[config.mk]
export PLATFORM = sky130hd
export DESIGN_NAME = arb_merge_2to1
export DESIGN_NICKNAME = d
export VERILOG_FILES = /design/src/rtl/noc_merge_pkg.sv /design/src/rtl/merge_fifo2.sv /design/src/rtl/arb_merge_2to1.sv
export SDC_FILE = /design/constraint.sdc
export NUM_CORES = 1
export LEC_CHECK = 0
export BUFFER_PORTS_ARGS = -buffer_cell sky130_fd_sc_hd__buf_4
export CAP_MARGIN = 5
export CORE_AREA = 2 2 68 57
export DETAILED_ROUTE_END_ITERATION = 6
export DIE_AREA = 0 0 70 59
export PLACE_DENSITY = 0.65
export SYNTH_ARGS = -nofsm -noshare
export SYNTH_HDL_FRONTEND = slang
export SYNTH_SLANG_ARGS = --single-unit
[constraint.sdc]
create_clock -name clk -period 1.6 [get_ports clk]
set_clock_uncertainty 0.05 [all_clocks]
set_input_delay 0.08 -clock clk [delete_from_list [all_inputs] [get_ports clk]]
set_output_delay 0.08 -clock clk [all_outputs]
set_load 0.01 [all_outputs]
[src/rtl/noc_merge_pkg.sv]
// Shared NoC merge/split definitions: the source-tag encoding lives here so the
// merge and the split that routes responses back can never disagree on it.
package noc_merge_pkg;

    localparam int CTRL_W = 2;

    typedef logic [CTRL_W-1:0] ctrl_t;

    localparam ctrl_t CTRL_IN0 = 2'd0;
    localparam ctrl_t CTRL_IN1 = 2'd1;

    // Tag for a granted input index (0 -> in0, 1 -> in1).
    function automatic ctrl_t port_tag(input logic idx);
        return idx ? CTRL_IN1 : CTRL_IN0;
    endfunction

endpackage

[src/rtl/merge_fifo2.sv]
// Two-entry {ctrl, data} buffer for the merge output; the caller must not push
// while full or pop while empty.
module merge_fifo2
    import noc_merge_pkg::*;
#(
    parameter int WIDTH = 8
) (
    input  logic             clk,
    input  logic             reset,
    input  logic             push,
    input  ctrl_t            push_ctrl,
    input  logic [WIDTH-1:0] push_data,
    input  logic             pop,
    output ctrl_t            head_ctrl,
    output logic [WIDTH-1:0] head_data,
    output logic [1:0]       count,
    output logic             full,
    output logic             empty
);

    ctrl_t            mem_ctrl [2];
    logic [WIDTH-1:0] mem_data [2];
    logic             wr_ptr;
    logic             rd_ptr;
    logic [1:0]       count_q;

    // Storage is cleared too, so the head reads as zero straight out of reset.
    always_ff @(posedge clk or posedge reset) begin
        if (reset) begin
            mem_ctrl[0] <= CTRL_IN0;
            mem_ctrl[1] <= CTRL_IN0;
            mem_data[0] <= '0;
            mem_data[1] <= '0;
            wr_ptr      <= 1'b0;
            rd_ptr      <= 1'b0;
            count_q     <= 2'd0;
        end else begin
            if (push) begin
                mem_ctrl[wr_ptr] <= push_ctrl;
                mem_data[wr_ptr] <= push_data;
                wr_ptr           <= ~wr_ptr;
            end
            if (pop) begin
                rd_ptr <= ~rd_ptr;
            end
            case ({push, pop})
                2'b10:   count_q <= count_q + 2'd1;
                2'b01:   count_q <= count_q - 2'd1;
                default: count_q <= count_q;
            endcase
        end
    end

    assign head_ctrl = mem_ctrl[rd_ptr];
    assign head_data = mem_data[rd_ptr];
    assign count     = count_q;
    assign full      = (count_q == 2'd2);
    assign empty     = (count_q == 2'd0);

endmodule

[src/rtl/arb_merge_2to1.sv]
// Round-robin 2-to-1 merge: arbitrates two valid/ready sources into one output
// stream, tagging each word with its source for the downstream split.
module arb_merge_2to1
    import noc_merge_pkg::*;
#(
    parameter int WIDTH = 8,
    parameter int DEPTH = 2
) (
    input  logic             clk,
    input  logic             reset,
    input  logic [WIDTH-1:0] in0_data,
    input  logic             in0_valid,
    output logic             in0_ready,
    input  logic [WIDTH-1:0] in1_data,
    input  logic             in1_valid,
    output logic             in1_ready,
    output logic [WIDTH-1:0] out_data,
    output ctrl_t            out_ctrl,
    output logic             out_valid,
    input  logic             out_ready
);

    if (DEPTH != 2) begin : g_depth_check
        $error("arb_merge_2to1: DEPTH must be 2");
    end

    logic             rr_ptr;
    logic             gnt0;
    logic             gnt1;
    logic             push;
    logic             pop;
    ctrl_t            push_ctrl;
    logic [WIDTH-1:0] push_data;
    logic [1:0]       count;
    logic             full;
    logic             empty;

    // Grant looks only at buffer occupancy and source valids, never out_ready,
    // so a full buffer blocks pushes even in a cycle that also pops.
    always_comb begin
        gnt0 = 1'b0;
        gnt1 = 1'b0;
        if (!reset && !full) begin
            if (in0_valid && in1_valid) begin
                gnt0 = ~rr_ptr;
                gnt1 = rr_ptr;
            end else begin
                gnt0 = in0_valid;
                gnt1 = in1_valid;
            end
        end
    end

    assign push      = gnt0 | gnt1;
    assign push_ctrl = port_tag(gnt1);
    assign push_data = gnt1 ? in1_data : in0_data;
    assign pop       = !empty && out_ready;

    // After serving input k the other input wins the next tie.
    always_ff @(posedge clk or posedge reset) begin
        if (reset) begin
            rr_ptr <= 1'b0;
        end else if (push) begin
            rr_ptr <= ~gnt1;
        end
    end

    merge_fifo2 #(
        .WIDTH (WIDTH)
    ) u_fifo (
        .clk       (clk),
        .reset     (reset),
        .push      (push),
        .push_ctrl (push_ctrl),
        .push_data (push_data),
        .pop       (pop),
        .head_ctrl (out_ctrl),
        .head_data (out_data),
        .count     (count),
        .full      (full),
        .empty     (empty)
    );

    always_ff @(posedge clk) begin
        if (!reset) begin
            assert (count <= 2'd2);
        end
    end

    assign in0_ready = gnt0;
    assign in1_ready = gnt1;
    assign out_valid = !empty;

endmodule

==> results.json <==
{
  "slew_viol_final": 0,
  "netlist_area_um2": 1160,
  "fmax_mhz": 639,
  "fillers": 317,
  "worstHoldStart": "in1_data[2]",
  "slowest_stage": "dfrtp_2",
  "synthTopCellsByArea": "dfrtp_1 (50%), mux2_2 (8.8%), mux2i_1 (7.8%)",
  "synth-edff-count": 0,
  "final_hold_viol_count": 0,
  "syn_to_final_growth_pct": 44.5,
  "antenna_found_initial": 0,
  "grtUsageTotal_pct": 12.8,
  "setup_ws_ns": 0.0362,
  "synthCells": 105,
  "power.leakage_nw": 0.774,
  "timing.rr.end": "u_fifo.count[1]",
  "synth_top_area_cell": "dfrtp_1",
  "drt-pass1-iter-count": 4,
  "cp_max_fo": 3,
  "layout.nets": 177,
  "crit_arrival_ns": 1.70,
  "synth_nets": 127,
  "setup_violations": 0,
  "rsz0062_at_grt": "true",
  "ys_ff_latch": 23,
  "startpoint": "u_fifo.count[0]",
  "grt_pass1_wl_mm": 4.19,
  "synth_top_cell_area_share_pct": 49.7,
  "cts_sinks": 23,
  "drive_above_1_share_pct": 50.0,
  "path_clk_slew_ns": 0.08,
  "grt_max_degree": 24,
  "die_x_um": 70,
  "io_pins": 34,
  "ys.flop_type": "dfrtp_1",
  "min_path_cells": 3,
  "ys_warn_count": 0,
  "outcome": "finished clean",
  "critPathLaunchType": "flop",
  "io_buffers": 32,
  "clock_latency_ns": 0.26,
  "reg2reg_from": "u_fifo.count[0]",
  "cts-root-buf": "clkbuf_8",
  "p_per_area_nw_per_um2": 1820,
  "hold_path.class": "input port to flop",
  "ys_seq_area_share_pct": 49.7,
  "diodes": 0,
  "cts_made_buffers": 3,
  "period_needed_ns": 1.56,
  "ir_worst_vdd_mv": 0.878,
  "first_global_vias": 950,
  "cts_htree_levels": 1,
  "instances_no_fill": 196,
  "initial_core_util_pct": 34.3,
  "synthArstFlopShare_pct": 100,
  "postRouteAntennaNets": 0,
  "drc_errors": 0,
  "drt-initial-drc-count": 16,
  "netlist-cell-type-count": 25,
  "slowest_delay_ns": 0.45,
  "die_y_um": 59,
  "cts_tree": "built",
  "gr-total-overflow": 0,
  "min_period_over_period_pct": 97.7,
  "dpl_worst_slack_ns": -0.0216,
  "wl_mm": 2.57,
  "place_congestion": 0.785,
  "hold_path_end": "u_fifo.mem_data[10]",
  "reg2reg_slack_ns": 0.04,
  "viasPerCell": 4.66,
  "routedWlPerCell_um": 13.1,
  "cp.required_ns": 1.73,
  "cp-end-kind": "flop",
  "num_rows": 19,
  "hpwl_mm": 1.87,
  "dieArea_um2": 4130,
  "crit_chain": "or2_4 > and2_4 > ha_4 > xnor2_2 > nor2_1 > xor2_1",
  "coreArea_um2": 3380,
  "critPathKind": "flop to flop",
  "placedCellCount": 186,
  "maxCapViolations": 0,
  "cts_max_path_buffers": 2,
  "r2r_cells": 6,
  "holdWs_ns": 0.0684,
  "syn_avg_cell_area_um2": 11.0,
  "vias": 914
}
-- report_power, final --
part	total (mW)	switching, mW	internal, mW
sequential	1.10	0.225	0.873
clock	0.348	0.175	0.173
combinational	1.60	0.673	0.927
total	3.05	1.07	1.97
-- layout by cell type (no fill, tap or decap), drive strengths merged, types with 2 or more instances in the layout --
cell	instances
nand2	2
mux2i	9
nor2	19
dfrtp	23
dlygate4sd3	2
inv	3
mux2	9
xnor2	3
clkbuf	3
a21oi	18
xor2	2
buf	48
o21ai	2
-- cell type report --
type                    count  area (um2)  share of cell area, %
clock buffers               3        41.3                   2.47
clock inverters             1        5.00                  0.299
inverters                   3        13.8                  0.823
multi-input cells          74         587                   35.1
flip-flops and latches     23         578                   34.6
well taps                  42        52.6                   3.14
repair buffers             50         395                   23.6
-- worst max path at each step --
stage	endpoint	slack, ns	depth (start not counted)
6_report	u_fifo.count[1]	0.04	6
5_1_grt	in1_ready	-0.03	5
4_1_cts	in1_ready	-0.002	5
3_5_place_dp	u_fifo.count[1]	-0.02	5
3_3_place_gp	u_fifo.count[1]	0.05	5
2_1_floorplan	u_fifo.count[1]	0.03	6
-- Yosys cell counts (2+ instances only) --
library cell,number
buf_6,3
o21ai_0,2
xnor2_1,3
dfrtp_1,23
nand2_1,2
a21oi_1,16
mux2i_1,9
xor2_1,2
inv_1,2
a21oi_2,2
nor2_1,19
mux2_2,9
-- metrics by stage --
stage	utilization [%]	power (mW)	cell area, um2	setup TNS [ns]
finish	49.6	3.05	1670	0
global route	49.6	3.28	1670	-0.132
CTS	47.1	2.92	1590	-0.00168
detailed placement	44.4	2.51	1500	-0.0216
global placement	44.4	2.45	1500	0
floorplan	-	1.94	1160	0
-- cell families (layout without fill, tap and decap cells) --
logic type	after synthesis	count (layout)	share of synthesized area [%]
and+or+nand+nor	28	28	13.8
DFF	23	23	49.7
AOI/OAI and AO/OA	21	21	9.84
muxes	18	18	16.5
buffers and inverters	8	57	4.86
xor gates and xnor gates	5	5	3.78
adders and majority gates	1	1	1.08
other	1	1	0.324
-- worst max-delay path, delay by kind of cell (launching register included) --
family / cells / cell delay (ns)
DFF: 1 / 0.45
adders and majority gates: 1 / 0.17
and+or+nand+nor: 3 / 0.54
xor gates and xnor gates: 2 / 0.28
-- metal layers --
layer	routed length [um]	track usage [%]	part of all wire (%)	up-vias
met5	0	0	0	-
met2	1330	23.8	52	23
met3	104	3.40	4.1	2
met4	23	1.92	0.90	0
met1	1110	15.4	43	438
li1	-	-	-	451
-- state kept, by name (all words and copies together) (netlist names) --
register / count
u_fifo.count: 2
u_fifo.rd_ptr: 1
u_fifo.wr_ptr: 1
rr_ptr: 1
u_fifo.mem_data: 16
u_fifo.mem_ctrl: 2
-- repair_timing --
| item | 4_1_cts | 5_1_grt |
|---|---|---|
| endpoints found under the hold margin | 24 | 0 |
| endpoints found under the setup margin | 2 | 24 |
| buffers inserted | 2 | 2 |
| cloned | 0 | 0 |
| pin swaps | 3 | 2 |
| resized for setup | 5 | 13 |
| hold buffers | 2 | 0 |
(Power assumes the default switching activity.)
